## config.mk

```make
export PLATFORM = sky130hd
export DESIGN_NAME = rv32_control
export DESIGN_NICKNAME = d
export VERILOG_FILES = /design/src/rtl/rv32_control.sv
export SDC_FILE = /design/constraint.sdc
export NUM_CORES = 1
export LEC_CHECK = 0
export CORE_MARGIN = 2
export CORE_UTILIZATION = 45
export DETAILED_ROUTE_END_ITERATION = 10
export DONT_BUFFER_PORTS = 1
export GPL_TIMING_DRIVEN = 1
export PLACE_DENSITY = 0.65
export SLEW_MARGIN = 20
export SYNTH_ARGS = -nofsm -noshare
export SYNTH_HDL_FRONTEND = slang
export SYNTH_SLANG_ARGS = --single-unit
```

## constraint.sdc

```tcl
create_clock -name clk -period 5.2 [get_ports clk]
set_input_delay 1.3 -clock clk [delete_from_list [all_inputs] [get_ports clk]]
set_output_delay 1.3 -clock clk [all_outputs]
set_load 0.1 [all_outputs]
```

## src/rtl/rv32_control.sv

```systemverilog
// Multicycle RV32I control FSM: sequences fetch/decode/execute/memory/writeback for the datapath.
// Latency: 3 cycles (FETCH, DECODE, EXEC) before WB/MEM/BTGT; FETCH and MEM add one cycle per mem_ready=0.
// Backpressure: memory stalls FETCH and MEM via mem_ready; no other stall sources.
//
// Ports:
//   clk, rst_n            clock, asynchronous active-low reset
//   instr                 instruction held in the datapath instruction register
//   alu_flags             [0] zero, [1] signed less, [2] carry ([4:3] unused)
//   mem_ready             memory finishes the outstanding request this cycle
//   mem_req/mem_we/...    memory request, store flag, access size, address select
//   *_we                  datapath register write enables
//   rst_nar               clears datapath non-architectural registers
//   alu_*                 ALU operation, arithmetic mode, carry-in
//   flagout/flagsel       write compare flag to rd, unsigned (1) or signed (0)
//   a_sel/b_sel/pc_sel    operand and PC-source selects
//   wd_sel/format         register write-data select, immediate format
//   state                 rs1 read port addressed from instr[19:15]
//   halt                  controller stopped on an illegal instruction
module rv32_control #(
  parameter bit HALT_ON_ILLEGAL = 1'b1
) (
  input  logic        clk,
  input  logic        rst_n,
  input  logic [31:0] instr,
  input  logic [4:0]  alu_flags,
  input  logic        mem_ready,
  output logic        mem_req,
  output logic        mem_we,
  output logic [2:0]  mem_size,
  output logic        instr_we,
  output logic        rf_we,
  output logic        pc_we,
  output logic        rs1_we,
  output logic        rs2_we,
  output logic        alu_we,
  output logic        prev_pc_we,
  output logic        rst_nar,
  output logic        alu_arith,
  output logic        alu_cin,
  output logic [3:0]  alu_sel,
  output logic        flagout,
  output logic        flagsel,
  output logic        mem_ad_sel,
  output logic [1:0]  a_sel,
  output logic [1:0]  b_sel,
  output logic [1:0]  pc_sel,
  output logic [2:0]  wd_sel,
  output logic [2:0]  format,
  output logic        state,
  output logic        halt
);

  typedef enum logic [2:0] {
    S_INIT, S_FETCH, S_DECODE, S_EXEC, S_MEM, S_WB, S_BTGT, S_HALT
  } st_t;

  localparam logic [6:0] OP_LUI    = 7'b0110111;
  localparam logic [6:0] OP_AUIPC  = 7'b0010111;
  localparam logic [6:0] OP_JAL    = 7'b1101111;
  localparam logic [6:0] OP_JALR   = 7'b1100111;
  localparam logic [6:0] OP_BRANCH = 7'b1100011;
  localparam logic [6:0] OP_LOAD   = 7'b0000011;
  localparam logic [6:0] OP_STORE  = 7'b0100011;
  localparam logic [6:0] OP_IMM    = 7'b0010011;
  localparam logic [6:0] OP_REG    = 7'b0110011;
  localparam logic [6:0] OP_FENCE  = 7'b0001111;

  localparam logic [2:0] FMT_I = 3'd0;
  localparam logic [2:0] FMT_S = 3'd1;
  localparam logic [2:0] FMT_B = 3'd2;
  localparam logic [2:0] FMT_U = 3'd3;
  localparam logic [2:0] FMT_J = 3'd4;

  st_t  cur_st, nxt_st;
  logic started;   // low from reset until the first clock edge after release
  logic taken_q;
  logic taken_d;
  logic rf_we_raw;

  logic [6:0] opcode;
  logic [2:0] funct3;
  logic       rd_nz;
  logic is_lui, is_auipc, is_jal, is_jalr, is_branch;
  logic is_load, is_store, is_opimm, is_op, is_fence;
  logic is_legal, is_cmp;

  assign opcode = instr[6:0];
  assign funct3 = instr[14:12];
  assign rd_nz  = |instr[11:7];

  assign is_lui    = (opcode == OP_LUI);
  assign is_auipc  = (opcode == OP_AUIPC);
  assign is_jal    = (opcode == OP_JAL);
  assign is_jalr   = (opcode == OP_JALR);
  assign is_branch = (opcode == OP_BRANCH);
  assign is_load   = (opcode == OP_LOAD);
  assign is_store  = (opcode == OP_STORE);
  assign is_opimm  = (opcode == OP_IMM);
  assign is_op     = (opcode == OP_REG);
  assign is_fence  = (opcode == OP_FENCE);

  // SYSTEM (ECALL/EBREAK and CSR forms) is deliberately absent: no CSR
  // file exists, so every SYSTEM encoding is handled as illegal.
  assign is_legal = is_lui | is_auipc | is_jal | is_jalr | is_branch |
                    is_load | is_store | is_opimm | is_op | is_fence;

  // SLT/SLTU/SLTI/SLTIU share funct3 = 01x
  assign is_cmp = (is_op | is_opimm) && (funct3[2:1] == 2'b01);

  // Branch outcome from the rs1-rs2 subtraction; carry set means no borrow.
  always_comb begin
    taken_d = 1'b0;
    case (funct3)
      3'b000:  taken_d =  alu_flags[0];
      3'b001:  taken_d = ~alu_flags[0];
      3'b100:  taken_d =  alu_flags[1];
      3'b101:  taken_d = ~alu_flags[1];
      3'b110:  taken_d = ~alu_flags[2];
      3'b111:  taken_d =  alu_flags[2];
      default: taken_d = 1'b0;
    endcase
  end

  always_ff @(posedge clk or negedge rst_n) begin
    if (!rst_n) begin
      cur_st  <= S_INIT;
      started <= 1'b0;
      taken_q <= 1'b0;
    end else begin
      cur_st  <= nxt_st;
      started <= 1'b1;
      if (cur_st == S_EXEC) taken_q <= taken_d;
    end
  end

  always_comb begin
    nxt_st     = cur_st;
    mem_req    = 1'b0;
    mem_we     = 1'b0;
    mem_size   = 3'b000;
    instr_we   = 1'b0;
    rf_we_raw  = 1'b0;
    pc_we      = 1'b0;
    rs1_we     = 1'b0;
    rs2_we     = 1'b0;
    alu_we     = 1'b0;
    prev_pc_we = 1'b0;
    rst_nar    = 1'b0;
    alu_arith  = 1'b0;
    alu_cin    = 1'b0;
    alu_sel    = 4'b0000;
    flagout    = 1'b0;
    flagsel    = 1'b0;
    mem_ad_sel = 1'b0;
    a_sel      = 2'b00;
    b_sel      = 2'b00;
    pc_sel     = 2'b00;
    wd_sel     = 3'b000;
    format     = FMT_I;
    state      = 1'b0;
    halt       = 1'b0;

    if (!started) begin
      // Held in reset (or the edge that releases it): only clear the datapath.
      rst_nar = 1'b1;
      nxt_st  = S_INIT;
    end else begin
      case (cur_st)
        S_INIT: begin
          rst_nar = 1'b1;
          pc_sel  = 2'b01;
          pc_we   = 1'b1;
          nxt_st  = S_FETCH;
        end

        S_FETCH: begin
          mem_req    = 1'b1;
          mem_ad_sel = 1'b0;
          mem_size   = 3'b010;
          if (mem_ready) begin
            instr_we   = 1'b1;
            prev_pc_we = 1'b1;
            nxt_st     = S_DECODE;
          end
        end

        S_DECODE: begin
          state  = 1'b1;
          rs1_we = 1'b1;
          rs2_we = 1'b1;
          a_sel  = 2'b01;   // PC
          b_sel  = 2'b10;   // constant 4
          pc_sel = 2'b00;
          pc_we  = 1'b1;
          if (is_legal)             nxt_st = S_EXEC;
          else if (HALT_ON_ILLEGAL) nxt_st = S_HALT;
          else                      nxt_st = S_FETCH;
        end

        S_EXEC: begin
          alu_we = 1'b1;
          nxt_st = S_WB;
          if (is_op || is_opimm) begin
            a_sel = 2'b00;
            b_sel = is_opimm ? 2'b01 : 2'b00;
            if (is_cmp) begin
              // Flag lands in rd straight from the subtractor; no WB cycle.
              alu_sel   = 4'b1000;
              alu_arith = 1'b1;
              alu_cin   = 1'b1;
              rf_we_raw = 1'b1;
              flagout   = 1'b1;
              flagsel   = funct3[0];
              nxt_st    = S_FETCH;
            end else if (is_op) begin
              alu_sel   = {instr[30], funct3};
              alu_arith = (funct3 == 3'b000);
              alu_cin   = (funct3 == 3'b000) && instr[30];
            end else begin
              // instr[30] is only an opcode bit for SRAI; elsewhere it is immediate.
              alu_sel   = {(funct3 == 3'b101) && instr[30], funct3};
              alu_arith = (funct3 == 3'b000);
            end
          end else if (is_load || is_store || is_jalr) begin
            a_sel     = 2'b00;
            b_sel     = 2'b01;
            format    = is_store ? FMT_S : FMT_I;
            alu_arith = 1'b1;
            if (!is_jalr) nxt_st = S_MEM;
          end else if (is_lui || is_auipc) begin
            a_sel     = is_lui ? 2'b11 : 2'b10;
            b_sel     = 2'b01;
            format    = FMT_U;
            alu_arith = 1'b1;
          end else if (is_jal) begin
            a_sel     = 2'b10;
            b_sel     = 2'b01;
            format    = FMT_J;
            alu_arith = 1'b1;
          end else if (is_branch) begin
            alu_sel   = 4'b1000;
            alu_arith = 1'b1;
            alu_cin   = 1'b1;
            nxt_st    = S_BTGT;
          end else begin
            // FENCE: no ordering work needed on a single in-order port.
            nxt_st = S_FETCH;
          end
        end

        S_MEM: begin
          mem_req    = 1'b1;
          mem_ad_sel = 1'b1;
          mem_we     = is_store;
          mem_size   = funct3;
          if (mem_ready) begin
            if (is_load) begin
              rf_we_raw = 1'b1;
              wd_sel    = 3'b001;
            end
            nxt_st = S_FETCH;
          end
        end

        S_WB: begin
          rf_we_raw = 1'b1;
          if (is_jal || is_jalr) begin
            // rd captures the PC before this cycle's update, i.e. the link address.
            wd_sel = 3'b011;
            pc_sel = 2'b10;
            pc_we  = 1'b1;
          end else begin
            wd_sel = 3'b010;
          end
          nxt_st = S_FETCH;
        end

        S_BTGT: begin
          a_sel  = 2'b10;
          b_sel  = 2'b01;
          format = FMT_B;
          pc_sel = 2'b00;
          pc_we  = taken_q;
          nxt_st = S_FETCH;
        end

        S_HALT: begin
          halt   = 1'b1;
          nxt_st = S_HALT;
        end

        default: nxt_st = S_INIT;
      endcase
    end
  end

  // x0 is never written, whatever state requested it.
  assign rf_we = rf_we_raw & rd_nz;

  logic unused_bits;
  assign unused_bits = ^{instr[31], instr[29:15], alu_flags[4:3]};

endmodule
```

==> results, run 1 <==
- The flow ran to the end, and the final reports show no timing, DRC or antenna violations.
- The endpoint required time on the critical path is 3900 ps.
- The worst voltage drop across the vdd grid is 0.000229 V.
- The root buffer selected by CTS is sky130_fd_sc_hd__clkbuf_4.
- The number of cell rows is 16.
- After layout, the design draws a total of 197 uW.
- After synthesis, the cell types taking the most area are sky130_fd_sc_hd__dfrtp_1, sky130_fd_sc_hd__nor2_1, sky130_fd_sc_hd__buf_4.
- Clock-pin slew was measured on the worst setup and hold paths at 40 ps.
- The die footprint is 0.00243 mm^2.
- The fraction of layout instances using a drive strength above 1 is 38.2%.
- Synthesis inferred 5 register bits.
- The final clock skew is 1.30 ps.
- The setup path with the least slack is of type primary input to primary output.
- For the pin with the worst max-slew slack, the measured transition is 1090 ps.
- In this run, post-CTS repair resized a total of 0 instances.
- The number of global-route vias before repair is 961.
- The worst path uses 78.6% of the clock period.
- Dividing the detail-routed wire length by the instance count gives 14.8 um.
- The count of endpoints failing setup in the final report is 0.
- The top achievable clock speed is 0.245 GHz.
- The placed wire-length estimate is 2050 um.
- The clock tree buffer depth is 2.
- Counting flops with a built-in enable in the synthesized netlist gives 0.
- The critical path goes through and3b_1, nand2_1, nor3_4, buf_4, o21bai_2, buf_4.
- The tool flagged a number of max-cap violations equal to 0.
- Among the stages of the critical path, the cell type that occurs most often is sky130_fd_sc_hd__buf_4.
- The leakage power is 0.522 nW.
- From synthesis to final layout, the design area changed by 39.1%.
- The number of sinks on the clock net is 5.
- The most common cell in the synthesized netlist is sky130_fd_sc_hd__nor2_1.
- The max-slew violation count is 0.
- The netlist area before placement is 925 um^2.
- The number of hold buffers added after CTS is 0.
- The clock reaches the later pin of the worst-skew pair after 250 ps.
- The violation count after the first detailed-routing iteration is 12.
- Entering global routing, the biggest net connects 17 pins.
- Yosys mapped the design onto 44 distinct sky130hd cell types.
- Synthesis produced a netlist whose cell count is 134.
- For this run, design rule violations remaining after detail routing come to 0.
- At the end of the flow, the number of nets in the layout was 193.
- Pin placement for this block handled 76 I/O pins.
- The region available for standard cell placement spans 0.00194 mm^2.
- The critical path capture point type is a primary output.
- The worst-case headroom to the max-slew limit is 27.2%.
- Adding up every negative setup slack in the final design gives 0 ps.
- The library cell with the largest summed area after synthesis is sky130_fd_sc_hd__dfrtp_1.
- The via count of the routed design is 1081.
- The library cell contributing the largest single delay on the critical path is sky130_fd_sc_hd__buf_4.
- The largest fanout on the critical path is 9.
- The share of flip-flops with an asynchronous set or reset after synthesis is 100%.
- The number of buffers created by CTS is 3.
- For this run, the register share of the synthesized area comes to 13.5%.
- The diode insertion count for antenna repair is 0.
- The power per cell area is 153 mW/mm^2.
- The minimum clock period after layout is 4080 ps.
- The global-route wire length before repair is 4340 um.
- The synthesized netlist net count is 174.
- During synthesis, Yosys emitted a total of 0 warnings.
- A synthesized cell averages 6.90 um^2.
- In this run the number of H-tree levels came out at 1.
- The vertical die dimension is 49.3 um.
- The count of buffering cells on the critical path with inverters included is 2.
- TritonCTS built the clock tree.
- The congestion estimate from routability-driven global placement came to 0.831.
- The worst hold path belongs to the class flip-flop to flip-flop.
- The initial antenna violation count is 0.
- Once the floorplan was initialized, standard cells occupied 47.6% of the core.
- The final layout contains routed wiring with a total length of 2650 um.
- The overall global routing resource usage is 22.4%.
- STA classifies the critical path startpoint as a primary input.
- The floorplan die width is 49.3 um.
- During placement, the flow inserted port buffers numbering 0.
- The share of Yosys cell area claimed by the top area cell type is 13.5%.
- The largest stage delay on the critical path is 310 ps.
- For this run, the detailed router's first-pass iteration total came to 4.
- Fill cells in the final layout number 172.
- The number of nets with antenna violations after detailed routing is 0.
- Setup repair after global routing left no endpoint under its margin.
- The hold violation count in the final report is 0.
- The dominant synthesized flop cell is sky130_fd_sc_hd__dfrtp_1.
- Among cell families on the critical path, the largest total delay comes from simple AND/OR/NAND/NOR gates.
- After synthesis, the most frequently instantiated cells are sky130_fd_sc_hd__nor2_1, sky130_fd_sc_hd__nand2_1, sky130_fd_sc_hd__a21oi_1, sky130_fd_sc_hd__nand2b_1, sky130_fd_sc_hd__buf_4.
- STA puts the critical path data arrival time at 2780 ps.
- After detailed routing, the number of vias per cell comes to 6.04.
- Once the clock tree was built, the setup fixing pass inserted 0 buffers.
- The total overflow reported by the global router is 0.
-- worst reg2reg max path, stage by stage, from the launching register on --
cell and delay (ps):
sky130_fd_sc_hd__dfrtp_1 700, sky130_fd_sc_hd__nand2b_1 340, sky130_fd_sc_hd__nor2_4 160, sky130_fd_sc_hd__buf_4 510, sky130_fd_sc_hd__a31oi_1 170, sky130_fd_sc_hd__o31ai_1 120
-- state kept, by name, summed over array words and instances (netlist names) --
signal	count
cur_st	3
started	1
taken_q	1
-- report_power, final --
| part | internal, mW | switching [mW] | total [mW] |
|---|---|---|---|
| Sequential | 0.0438 | 0.0106 | 0.0545 |
| Clock | 0.0291 | 0.0178 | 0.0469 |
| Combinational | 0.0262 | 0.0698 | 0.0960 |
| Total | 0.0992 | 0.0983 | 0.197 |
-- worst paths after layout --
kind	from	endpoint	slack (ps)	cells after the start
worst min-delay path	taken_q	taken_q	550	2
worst min register to register	taken_q	taken_q	550	2
max in group asynchronous	rst_n	taken_q	4390	0
worst max register to register	cur_st[1]	cur_st[2]	3080	5
worst max-delay path	instr[4]	wd_sel[0]	1120	6
min in group asynchronous	rst_n	cur_st[1]	740	0
-- final cells by class --
cell class,instances,area (um^2),area share [%]
Clock buffer,4,26.3,2.04
Tap cell,27,33.8,2.63
Timing Repair Buffer,25,218,16.9
Sequential cell,5,125,9.73
Inverter,4,15.0,1.17
Multi-Input combinational cell,114,868,67.5
-- per-stage QoR --
stage / std cells / hold WS, ps / setup WS, ps / area (um^2) / utilization (%)
after floorplan: 134 / 519 / 127 / 958 / -
after global placement: 175 / 546 / 1150 / 1250 / 64.5
after detailed placement: 175 / 552 / 1120 / 1250 / 64.5
after CTS: 179 / 558 / 1120 / 1280 / 65.9
after global routing: 179 / 609 / 989 / 1290 / 66.2
final: 179 / 555 / 1120 / 1290 / 66.2
-- placed cells by master (no fill, tap or decap), types with 2 or more instances in the layout --
cell type / instances
sky130_fd_sc_hd__o22ai_2: 2
sky130_fd_sc_hd__nor2_1: 8
sky130_fd_sc_hd__a21oi_1: 5
sky130_fd_sc_hd__inv_1: 4
sky130_fd_sc_hd__nor2_4: 2
sky130_fd_sc_hd__a31oi_1: 3
sky130_fd_sc_hd__or3_1: 4
sky130_fd_sc_hd__o21a_1: 3
sky130_fd_sc_hd__nor2_2: 5
sky130_fd_sc_hd__dfrtp_1: 5
sky130_fd_sc_hd__o21ai_0: 3
sky130_fd_sc_hd__o31ai_1: 2
sky130_fd_sc_hd__nand2b_1: 8
sky130_fd_sc_hd__and2_1: 2
sky130_fd_sc_hd__a21oi_2: 3
sky130_fd_sc_hd__nor4_1: 2
sky130_fd_sc_hd__nand3b_1: 3
sky130_fd_sc_hd__nand2b_4: 2
sky130_fd_sc_hd__clkbuf_4: 3
sky130_fd_sc_hd__conb_1: 2
sky130_fd_sc_hd__nor3_4: 3
sky130_fd_sc_hd__and3_1: 4
sky130_fd_sc_hd__nand2_1: 14
sky130_fd_sc_hd__and3b_1: 2
sky130_fd_sc_hd__nand3_1: 2
sky130_fd_sc_hd__nor2b_1: 4
sky130_fd_sc_hd__buf_4: 23
-- layer usage --
metal / wire, um / GRT usage (%) / share of wire [%] / vias to the layer above
met5: 0 / 0 / 0 / -
met4: 0 / 3.33 / 0 / 0
met3: 240 / 7.36 / 9.1 / 0
met2: 1190 / 35.1 / 45 / 54
met1: 1210 / 30.3 / 46 / 504
li1: - / - / - / 523
-- kinds of logic (layout without fill, tap and decap cells) --
family                    count (synthesis)  count (layout)  share of synthesized area [%]
buffers and inverters                    15              33                           9.74
AOI/OAI and AO/OA                        32              32                           22.5
muxes                                     1               1                           1.08
and+or+nand+nor                          78              78                           51.4
other                                     2               2                          0.812
xor gates and xnor gates                  1               1                          0.947
DFF                                       5               5                           13.5
Note: power is estimated with default switching activity, not from simulation.
==> run 2: changes to the inputs <==
- ABC_AREA: not set -> 1
- clock period: 5.2 -> 4.12 ns (I/O delays scaled with it)
==> run 2 against run 1 <==
Against the previous run: routed wire length up 7.3%; clock skew up 1.3 ps; critical endpoint is now alu_sel[3]; critical path depth up 2; non-clock buffer count up 7; flip-flop and latch count unchanged.
==> results, run 2 <==
- The run finished with clean final reports.
- Yosys instantiated no cell more often than sky130_fd_sc_hd__nand2_1.
- The count of instances resized after the clock tree is built is 0.
- The number of hold buffers added after CTS is 0.
- The share of Yosys cell area claimed by the top area cell type is 12.6%.
- The initial utilization of the core area, before any placement, comes to 49.0%.
- The routed design could run at a clock period as short as 3480 ps.
- After synthesis the cells add up to 991 um^2.
- Timing would allow up to 0.287 GHz.
- The initial antenna violation count is 0.
- Summing the sequential cell areas from Yosys gives 12.6% of the chip area.
- The core occupancy in the finished layout is 69.2%.
- The total iterations of the first detailed-routing run is 4.
- The final clock period utilization by the worst path is 84.5%.
- The library cells used most frequently in the layout, excluding fill and tap cells, are sky130_fd_sc_hd__nand2_1, sky130_fd_sc_hd__buf_4, sky130_fd_sc_hd__inv_1.
- The share of flip-flops with an asynchronous set or reset after synthesis is 100%.
- Summing the areas of all compound-gate instances in the mapped netlist gives 13.4% of the synthesized area.
- The fraction of layout instances using a drive strength above 1 is 41.1%.
- The synthesized netlist net count is 209.
- Yosys mapped the design onto 36 distinct sky130hd cell types.
- Measured along the x axis, the die boundary spans 50.9 um.
- The min-delay analysis places its worst path in the category primary input to asynchronous set/reset pin.
- The register with the most flip-flops in the layout has 3 of them.
- The vertical die dimension is 50.9 um.
- The hold violation count in the final report was 0.
- The area growth from synthesis to final layout is 41.2%.
- The critical path capture point type is a primary output.
- For this run, the number of standard cells in the final layout without fillers is 224.
- The dominant synthesized flop cell is sky130_fd_sc_hd__dfrtp_1.
- The root buffer selected by CTS is sky130_fd_sc_hd__clkbuf_4.
- The count of endpoints failing setup in the final report is 0.
- The number of port buffers is 0.
- The endpoint required time on the critical path is 3090 ps.
- In the routed design, unresolved DRC markers number 0.
- The largest registers in the layout are cur_st x3, started x1, taken_q x1.
- The via count of the routed design is 1176.
- In this run the tightest slew margin relative to its limit is 40.3%.
- After synthesis, the largest family of logic cells by area is simple AND/OR/NAND/NOR gates.
- The final clock skew is 2.63 ps.
- Hold timing on the final database bottoms out at a slack of 488 ps.
- The proportion of synthesized area in mux cells is 0%.
- After floorplanning, the core was divided into 16 placement rows.
- The number of nets with antenna violations after detailed routing is 0.
- Averaged over all synthesized cells, the footprint is 5.86 um^2.
- The maximum number of pins on one net before global-route repair is 13.
- The count of flip-flops with a built-in enable after synthesis is 0.
- The insertion delay of the later-clocked pin in the worst-skew pair is 230 ps.
- The placed wire-length estimate is 2500 um.
- The transition time of the tightest slew-check pin is 893 ps.
- The arrival time at the worst endpoint is 2450 ps.
- For this run, the number of Yosys warnings is 0.
- Buffers added to address setup during post-CTS repair amount to 0.
- The die covers 0.00259 mm^2.
- The routed design has 2840 um of wire.
- Setup repair after global routing left no endpoint under its margin.
- The number of inserted filler cells in the final layout is 183.
- The critical path is of the primary input to primary output type.
- Synthesis inferred 5 register bits.
- After Yosys synthesis, and, or, nand and nor cells account for 55.7% of the synthesized area.
- The first global-routing pass estimated 4750 um of wire.
- By area the synthesized netlist is led by sky130_fd_sc_hd__dfrtp_1, sky130_fd_sc_hd__nand2_1, sky130_fd_sc_hd__inv_1.
- The number of sinks on the clock net is 5.
- Counting every instance in the synthesized netlist gives 169.
- 76 I/O pins were placed.
- IR analysis of the VDD net gives a maximum drop of 0.000347 V.
- The xor-xnor portion of the synthesized cell area is 0%.
- Summing the areas of all fa, ha and maj instances in the mapped netlist gives 0% of the synthesized area.
- The violation count after the first detailed-routing iteration is 18.
- The clock tree buffer depth is 2.
- In the final timing run, aggregate negative setup slack is 0 ps.
- For the worst flop-to-flop path, the logic depth is 9.
- The detailed-route wire length per cell is 12.7 um.
- The total overflow left after global routing is 0.
- For this run, the post-layout net count is 238.
- TritonCTS built the clock tree.
- The core area is 0.00202 mm^2.
- The placer congestion estimate is 0.853.
- The register with the highest flop count is cur_st.
- Clock-pin slew was measured on the worst setup and hold paths at 40 ps.
- In this run the number of H-tree levels came out at 1.
- By count the netlist is led by sky130_fd_sc_hd__nand2_1, sky130_fd_sc_hd__inv_1, sky130_fd_sc_hd__nor2_1, sky130_fd_sc_hd__nand3_1, sky130_fd_sc_hd__nor3_1.
- The number of clock buffers added by TritonCTS is 3.
- The largest fanout on the critical path is 7.
- In this run the register-to-register setup slack is 2320 ps.
- The worst setup path is launched from a primary input.
- The number of global-route vias before repair is 1160.
- After detailed routing, the number of vias per cell comes to 5.25.
- The max-slew violation count is 0.
- The leakage power is 0.699 nW.
- The diode insertion count for antenna repair is 0.
- The total power consumption of the routed design is 500 uW.
- Leaving out fill and tap cells, the most frequent cell in the layout is sky130_fd_sc_hd__nand2_1.
- The library cell with the largest summed area after synthesis is sky130_fd_sc_hd__dfrtp_1.
- Including well taps, the total number of placed cells is 220.
- The max-cap violation count is 0.
- The overall global routing resource usage is 23.1%.
- The power per cell area is 358 mW/mm^2.
[run 2: cell types whose count changed after synthesis, sizes merged, moves of 4 or more]
cell and delta:
nand2 +28, inv +25, nor2 +15, nand2b -10, nand3 +9, or3 -5, a21oi -4, nor2b -4
nor3 +4
[run 2: cells by family (layout without fill, tap and decap cells)]
group	count (synthesis)	in the layout
buffers and inverters	39	67
DFF	5	5
AOI/OAI and AO/OA	21	21
other	2	2
and+or+nand+nor	102	102
[run 2: metal layers]
layer | global-route usage, % | routed length, um | share of wire (%) | vias up
li1 | - | - | - | 594
met1 | 27.7 | 1220 | 43 | 541
met2 | 44.6 | 1440 | 51 | 39
met3 | 1.46 | 168 | 5.9 | 2
met4 | 4.50 | 19 | 0.67 | 0
met5 | 0 | 0 | 0 | -
[run 2: final cells by class]
type / instances / area, um^2 / area share (%)
tap: 27 / 33.8 / 2.42
timing repair buffer: 32 / 290 / 20.8
multi-input combinational: 125 / 802 / 57.3
inverter: 31 / 121 / 8.68
sequential: 5 / 125 / 8.94
clock buffer: 4 / 26.3 / 1.88
[run 2: power by group]
group | leakage (nW) | switching [mW] | internal [mW]
registers | 0.0635 | 0.0165 | 0.0621
logic | 0.620 | 0.291 | 0.0758
clock network | 0.0150 | 0.0184 | 0.0365
[run 2: final timing paths]
kind / startpoint / end
min: rst_n / cur_st[2]
max: instr[2] / alu_sel[3]
max in group asynchronous: rst_n / cur_st[0]
min in group clk: taken_q / taken_q
max reg2reg: started / cur_st[0]
min reg2reg: taken_q / taken_q
[run 2: stage by stage]
stage	cell area, um^2	worst slack, ps
after floorplan	1030	-442
after global placement	1370	683
after detailed placement	1370	626
after CTS	1400	620
after global routing	1400	470
final	1400	638
[run 2: critical path, cell delays in order]
cell	delay (ps)
sky130_fd_sc_hd__inv_1	60
sky130_fd_sc_hd__nand2_2	70
sky130_fd_sc_hd__nor2_4	170
sky130_fd_sc_hd__nand2_2	180
sky130_fd_sc_hd__a21oi_1	380
sky130_fd_sc_hd__nand2_1	100
sky130_fd_sc_hd__nand3_1	80
sky130_fd_sc_hd__inv_1	370
